<file path="config.mk">
export PLATFORM = sky130hd
export DESIGN_NAME = cube
export DESIGN_NICKNAME = d
export VERILOG_FILES = /design/src/rtl/cube.sv
export SDC_FILE = /design/constraint.sdc
export NUM_CORES = 1
export LEC_CHECK = 0
export ABC_AREA = 1
export CORE_MARGIN = 3
export CORE_UTILIZATION = 55
export CTS_CLUSTER_DIAMETER = 200
export DETAILED_ROUTE_END_ITERATION = 12
export DONT_BUFFER_PORTS = 1
export GPL_ROUTABILITY_DRIVEN = 0
export GPL_TIMING_DRIVEN = 0
export PLACE_DENSITY = 0.7
export SLEW_MARGIN = 25
export SYNTH_ARGS = -nofsm -noshare
export SYNTH_HDL_FRONTEND = slang
export SYNTH_SLANG_ARGS = --single-unit
</file>
<file path="constraint.sdc">
create_clock -name clk -period 3.6 [get_ports clk]
set_clock_uncertainty 0.2 [all_clocks]
set_input_delay 0.36 -clock clk [delete_from_list [all_inputs] [get_ports clk]]
set_output_delay 0.36 -clock clk [all_outputs]
set_load 0.02 [all_outputs]
</file>
<file path="src/rtl/cube.sv">
`default_nettype none
// ============================================================================
// Module      : cube
// Description : Sequential 5-bit integer cuber, result = y^3. Two fixed
//               five-step shift-and-add passes (square, then cube) with every
//               addition done by an external combinational adder reached
//               through sum_in_a / sum_in_b / sum_out. The latency is always
//               10 cycles.
// Revision    : 1.0 - initial release
// ============================================================================
module cube (
    input  wire logic        clk,
    input  wire logic        rst,
    input  wire logic        start,
    input  wire logic [4:0]  y_i,
    output logic      [15:0] result,
    output logic             busy,
    output logic      [15:0] sum_in_a,
    output logic      [15:0] sum_in_b,
    input  wire logic [15:0] sum_out
);

    typedef enum logic [1:0] {
        S_IDLE = 2'd0,
        S_SQ   = 2'd1,
        S_CB   = 2'd2
    } state_t;

    localparam logic [2:0] c_LAST_BIT = 3'd4;

    state_t      r_state;
    state_t      w_state_nxt;
    logic [4:0]  r_y;
    logic [2:0]  r_i;
    logic [15:0] r_acc;
    logic [15:0] r_mcand;
    logic [15:0] r_result;
    logic        r_busy;
    logic        w_last;

    assign w_last = (r_i == c_LAST_BIT);
    assign result = r_result;
    assign busy   = r_busy;

    // Next-state selection and adder operand steering. The adder inputs are
    // held at zero whenever no pass is running.
    always_comb begin
        w_state_nxt = r_state;
        sum_in_a    = 16'd0;
        sum_in_b    = 16'd0;
        unique case (r_state)
            S_IDLE: begin
                if (start) begin
                    w_state_nxt = S_SQ;
                end
            end
            S_SQ, S_CB: begin
                sum_in_a = r_acc;
                // Zero bits still take a step so the latency never varies.
                sum_in_b = r_y[r_i] ? (r_mcand << r_i) : 16'd0;
                if (w_last) begin
                    w_state_nxt = (r_state == S_SQ) ? S_CB : S_IDLE;
                end
            end
            default: begin
                w_state_nxt = S_IDLE;
            end
        endcase
    end

    // State register.
    always_ff @(posedge clk) begin
        if (rst) begin
            r_state <= S_IDLE;
        end else begin
            r_state <= w_state_nxt;
        end
    end

    // Datapath: operand capture, accumulate, pass hand-over and completion.
    always_ff @(posedge clk) begin
        if (rst) begin
            r_y      <= 5'd0;
            r_i      <= 3'd0;
            r_acc    <= 16'd0;
            r_mcand  <= 16'd0;
            r_result <= 16'd0;
            r_busy   <= 1'b0;
        end else begin
            unique case (r_state)
                S_IDLE: begin
                    if (start) begin
                        r_y     <= y_i;
                        r_acc   <= 16'd0;
                        r_mcand <= {11'd0, y_i};
                        r_i     <= 3'd0;
                        r_busy  <= 1'b1;
                    end
                end
                S_SQ: begin
                    if (w_last) begin
                        // The square becomes the multiplicand of the cube pass.
                        r_mcand <= sum_out;
                        r_acc   <= 16'd0;
                        r_i     <= 3'd0;
                    end else begin
                        r_acc <= sum_out;
                        r_i   <= r_i + 3'd1;
                    end
                end
                S_CB: begin
                    if (w_last) begin
                        r_result <= sum_out;
                        r_acc    <= 16'd0;
                        r_i      <= 3'd0;
                        r_busy   <= 1'b0;
                    end else begin
                        r_acc <= sum_out;
                        r_i   <= r_i + 3'd1;
                    end
                end
                default: begin
                    r_busy <= 1'b0;
                end
            endcase
        end
    end

endmodule
`default_nettype wire

</file>
==> results of run 1 <==
-- synthesized netlist by cell type --
master and count:
clkbuf_1 7, buf_6 7, inv_2 6, xor2_1 1, nand4_1 1, nand2_4 3
a21oi_1 43, nor3_2 1, clkbuf_2 1, nor2_2 1, nand3_1 86, nor2_1 36
nand2_2 4, ha_1 5, inv_4 2, o21ai_0 17, nand3_2 1, nor3_1 1
buf_2 9, dfxtp_1 59, inv_1 40, buf_4 8, nand2_1 165
-- routing by layer --
metal,track usage [%],wire length [um]
met4,8.82,163
met5,0,0
met2,42.5,3880
met1,34.8,3930
met3,7.48,638
-- per-stage QoR --
step	hold slack (ns)	utilization, %	power [W]	cells
after floorplan	0.244	-	0.00190	504
after global placement	0.251	59.3	0.00214	576
after detailed placement	0.256	59.3	0.00216	576
after CTS	0.000452	67.8	0.00296	614
after global routing	0.0139	67.8	0.00319	614
final	0.00670	67.8	0.00295	614
-- final cells by class --
cell class / instances / share of cell area [%]
multi-input cells: 365 / 43.4
repair buffers: 22 / 5.79
clock inverters: 4 / 2.50
plain buffers: 32 / 5.66
inverters: 48 / 4.87
flip-flops and latches: 59 / 31.0
well taps: 72 / 2.37
clock buffers: 12 / 4.34
-- registers in the layout, summed over array words and instances (netlist names) --
name / count
busy: 1
r_acc: 16
r_i: 3
r_mcand: 16
r_state: 2
r_y: 5
result: 16
-- cell families (layout without fill, tap and decap cells) --
group                      after synthesis  count (layout)  synth area share (%)
AOI/OAI and AO/OA                       60              60                  9.28
buffers and inverters                   80             118                  12.4
adders and majority gates                5               5                  1.93
and+or+nand+nor                        299             299                  39.6
DFF                                     59              59                  36.5
xor gates and xnor gates                 1               1                 0.271
-- path summary, 6_finish.rpt --
check | end | slack, ns | cells past startpoint
min reg2reg | r_acc[14] | 0.26 | 2
min | result[0] | 0.007 | 2
max | sum_in_b[0] | 0.97 | 7
max reg2reg | r_mcand[15] | 1.57 | 12
-- timing repair --
| action | CTS | global route |
|---|---|---|
| hold buffers | 22 | 0 |
| hold endpoints to repair | 36 | 0 |
| buffers inserted | 0 | 0 |
-- where the power goes --
group / internal (W) / switching [W] / total [W]
clock: 0.000516 / 0.000262 / 0.000777
combinational: 0.000436 / 0.000856 / 0.00129
sequential: 0.000791 / 0.0000935 / 0.000885
==> results_dict.tcl, run 1 <==
set metrics [dict create \
    antenna_cells 0 \
    tightest_slew_ns 0.641 \
    register_area_sq_um 1180 \
    path_class "reg -> out" \
    dpl_cell_area_sq_um 3320 \
    finalHoldViolations 0 \
    postSynthAreaPerCell_sq_um 6.42 \
    final.period_utilization_pct 73.0 \
    netlist_area_sq_um 3230 \
    clk_latency_ns 0.33 \
    io_buffers 0 \
    final.min_clock_period_ns 2.63 \
    slowest_stage "nor3_1" \
    postSynthCellCount 504 \
    final_common_cell "nand2_1" \
    yosysTopAreaCell "dfxtp_1" \
    cts.path.max_buffers 2 \
    grt_max_degree 11 \
    routedWlPerCell_um 14.0 \
    critPathRequiredTime_ns 3.04 \
    grt_overflow 0 \
    wl_mm 8.60 \
    drtIter0Drc 177 \
    crit_start "r_state[0]" \
    yosys-top-cells-area "dfxtp_1 (37%), nand2_1 (19%), nand3_1 (13%)" \
    io_pins 73 \
    cp_top_family "simple AND/OR/NAND/NOR gates" \
    drc_errors 0 \
    start_kind "register" \
    initial_utilization_pct 57.7 \
    fill_cells 511 \
    ys_seq_area_share_pct 36.5 \
    antenna_found_initial 0 \
    numCtsBuffers 9 \
    end_kind "output pin" \
    p_leak_nw 1.81 \
    cts-root-buf "clkbuf_8" \
    via_count 3265 \
    hold_path.class "in -> reg" \
    grt_pass1_wl_mm 14.1 \
    dieArea_sq_um 6840 \
    max-cap-violations 0 \
    postRouteAntennaNets 0 \
    cts_resized 0 \
    grt_pass1_vias 3043 \
    worstHoldStart "sum_out[0]" \
    rows 27 \
    cts.sinks 59 \
    slew_viol_final 0 \
    outcome "completed" \
    worstPathMaxFanout 10 \
    r2r_start "r_i[1]" \
    crit_arrival_ns 2.07 \
    clk_pin_slew_ns 0.06 \
    multi_input_area_sq_um 1650 \
    dr.pass1.iters 4 \
    ir_drop_mv 0.578 \
    area_growth_pct 17.6 \
    viasPerCell 5.32 \
    die_y_um 82.7 \
    yosysUniqueCellTypes 23 \
    crit_chain "inv_1 -> ha_1 -> buf_6 -> inv_2 -> nor2_2 -> nand3_2 -> nor3_1" \
    timing.fmax_mhz 380 \
    post-place-ws_ns 1.33 \
    coreArea_sq_um 5610 \
    cts_max_level 3 \
    yosys.area.top_type_share_pct 36.5 \
    p_per_area_nw_per_um2 777 \
    crit_buf_inv 3 \
    dpl.hpwl_mm 6.21 \
    final_area_sq_um 3800 \
    max_stage_delay_ns 0.53 \
    grtUsageTotal_pct 26.7 \
    ys_ff_latch 59 \
    rsz0062_at_grt "false" \
    die_w_um 82.7 \
    yosys_warnings 0 \
    tns_ns 0 \
    final_cell_mix "nand2_1 (165), nand3_1 (86), dfxtp_1 (59)" \
    setup_viol 0 \
    setup_ws_ns 0.970 \
    tritoncts "done" \
    max-slew-margin-rel_pct 56.9 \
    nets 566 \
    drive_gt1_share_pct 10.9 \
    synth_nets 533 \
]
Power figures use the tool's default switching activity.
==> run 2, diff against run 1 <==
==> constraint.sdc (replaced) <==
create_clock -name clk -period 2.5 [get_ports clk]
set_clock_uncertainty 0.2 [all_clocks]
set_input_delay 0.25 -clock clk [delete_from_list [all_inputs] [get_ports clk]]
set_output_delay 0.25 -clock clk [all_outputs]
set_load 0.02 [all_outputs]
==> run 2 against run 1 <==
Against the previous run: clock power grew 44%; sequential power rose by 45%; routed wire length decreased by 0.65%; via count is 0.34% lower; sequential share of layout area is 0.22 points lower; critical path depth grew 3; largest cell class unchanged; critical endpoint is now sum_in_b[12]; final area grew 0.82%; count of clock-buffer cells in the layout stayed put; register-to-register slack lost 1.1 ns; total power increased by 46%.
==> results_dict.tcl, run 2 (synthesis gave the netlist of run 1 again) <==
set metrics [dict create \
    max-slew-margin-rel_pct 66.4 \
    max_stage_delay_ns 0.33 \
    start_kind "register" \
    finalHoldViolations 0 \
    clk_pin_slew_ns 0.06 \
    outcome "completed" \
    dpl.hpwl_mm 6.21 \
    initial_utilization_pct 57.7 \
    drive_gt1_share_pct 12.9 \
    drtIter0Drc 151 \
    tritoncts "done" \
    cts.sinks 59 \
    io_pins 73 \
    path_class "reg -> out" \
    io_buffers 0 \
    via_count 3254 \
    slowest_stage "dfxtp_1" \
    end_kind "output pin" \
    max-cap-violations 0 \
    nets 566 \
    crit_buf_inv 5 \
    critPathRequiredTime_ns 2.05 \
    cts-root-buf "clkbuf_8" \
    final_cell_mix "nand2_1 (165), nand3_1 (86), dfxtp_1 (58)" \
    grt_overflow 0 \
    die_w_um 82.7 \
    setup_ws_ns 0.165 \
    clockPowerShare_pct 26.1 \
    setup_viol 0 \
    numCtsBuffers 9 \
    cts_setup_buffers 0 \
    grtUsageTotal_pct 26.4 \
    coreArea_sq_um 5610 \
    grt_pass1_vias 3031 \
    crit_chain "inv_1 -> ha_4 -> buf_6 -> inv_2 -> nor2_2 -> nand3_4 -> nand2_4 -> buf_6 -> nand2_1 -> inv_2" \
    combPwrFrac_pct 44.3 \
    rsz0062_at_grt "false" \
    tns_ns 0 \
    area_growth_pct 18.6 \
    switching_power_w 0.00178 \
    p_leak_nw 1.80 \
    worstPathMaxFanout 10 \
    timing.fmax_mhz 428 \
    ir_drop_mv 0.895 \
    hold_path.class "in -> reg" \
    post-place-ws_ns 0.341 \
    cts_max_level 3 \
    grt_max_degree 11 \
    dieArea_sq_um 6840 \
    postRouteAntennaNets 0 \
    drc_errors 0 \
    internal_power_w 0.00253 \
    p_per_area_nw_per_um2 1120 \
    cp_top_family "buffers and inverters" \
    viasPerCell 5.30 \
    slew_viol_final 0 \
    tightest_slew_ns 0.504 \
    crit_arrival_ns 1.89 \
    antenna_cells 0 \
    routedWlPerCell_um 13.9 \
    dr.pass1.iters 4 \
    sw_frac_of_total_pct 41.2 \
    final_common_cell "nand2_1" \
    die_y_um 82.7 \
    wl_mm 8.55 \
    final.period_utilization_pct 93.4 \
    cts.path.max_buffers 2 \
    antenna_found_initial 0 \
    clk_latency_ns 0.33 \
    grt_pass1_wl_mm 14.0 \
    seq_power_share_pct 29.6 \
    rows 27 \
    final.min_clock_period_ns 2.34 \
]
run 2: cell types whose count changed in the layout (fill, tap and decap cells not counted):
cell / delta
inv_1: -8
inv_2: +8
dfxtp_1: -1
dfxtp_2: +1
ha_1: -1
ha_4: +1
nand2_2: -1
nand2_4: +1
nand3_2: -1
nand3_4: +1
nor3_1: -1
nor3_2: +1
run 2: tightest hold or removal path: stages:
cell and delay, ns:
nand2_1 0.03, o21ai_0 0.06, o21ai_0 0.10, nor2_1 0.08
run 2: power groups by stage:
stage	Sequential [W]	Combinational, W	Clock, W
CTS	0.00127	0.00186	0.00113
global route	0.00130	0.00217	0.00117
finish	0.00128	0.00191	0.00112
detailed placement	0.00129	0.00181	0
floorplan	0.00126	0.00147	0
global placement	0.00129	0.00179	0
run 2: area by class of cell:
type | instances | area (sq um)
Fill cell | 506 | 1770
Multi-Input combinational cell | 365 | 1680
Timing Repair Buffer | 22 | 220
Inverter | 48 | 185
Sequential cell | 59 | 1180
Clock buffer | 12 | 165
Tap cell | 72 | 90.1
Buffer | 32 | 215
Clock inverter | 4 | 95.1
run 2: timing repair:
item | in CTS | in global routing
endpoints found under the setup margin | 1 | 19
gates resized for setup | 1 | 12
pin swaps | 0 | 1
hold buffers | 22 | 0
endpoints found under the hold margin | 50 | 0
run 2: metal layers:
layer  vias up  share of wire [%]  GRT usage (%)
met2       124                 45           42.3
met1      1448                 45           34.4
li1       1672                  -              -
met5         -                  0              0
met4         0                1.4           8.82
met3        10                7.7           6.94
run 2: final timing paths:
path                                 start            to  slack (ns)  cells after the start
worst min-delay path            sum_out[3]    r_mcand[3]        0.03                      4
worst max register to register      r_i[1]   r_mcand[15]        0.46                     12
worst max-delay path            r_state[1]  sum_in_b[12]        0.16                     10
worst min register to register    r_acc[8]      r_acc[8]        0.27                      2
run 2: per-stage QoR:
stage	cell area [sq um]	std cells	utilization [%]	power, W	hold WS (ns)
floorplan	3230	504	-	0.00273	0.193
global placement	3320	576	59.3	0.00308	0.204
detailed placement	3320	576	59.3	0.00311	0.207
CTS	3810	614	67.9	0.00426	0.00975
global route	3840	614	68.4	0.00464	0.0478
finish	3840	614	68.4	0.00431	0.0252
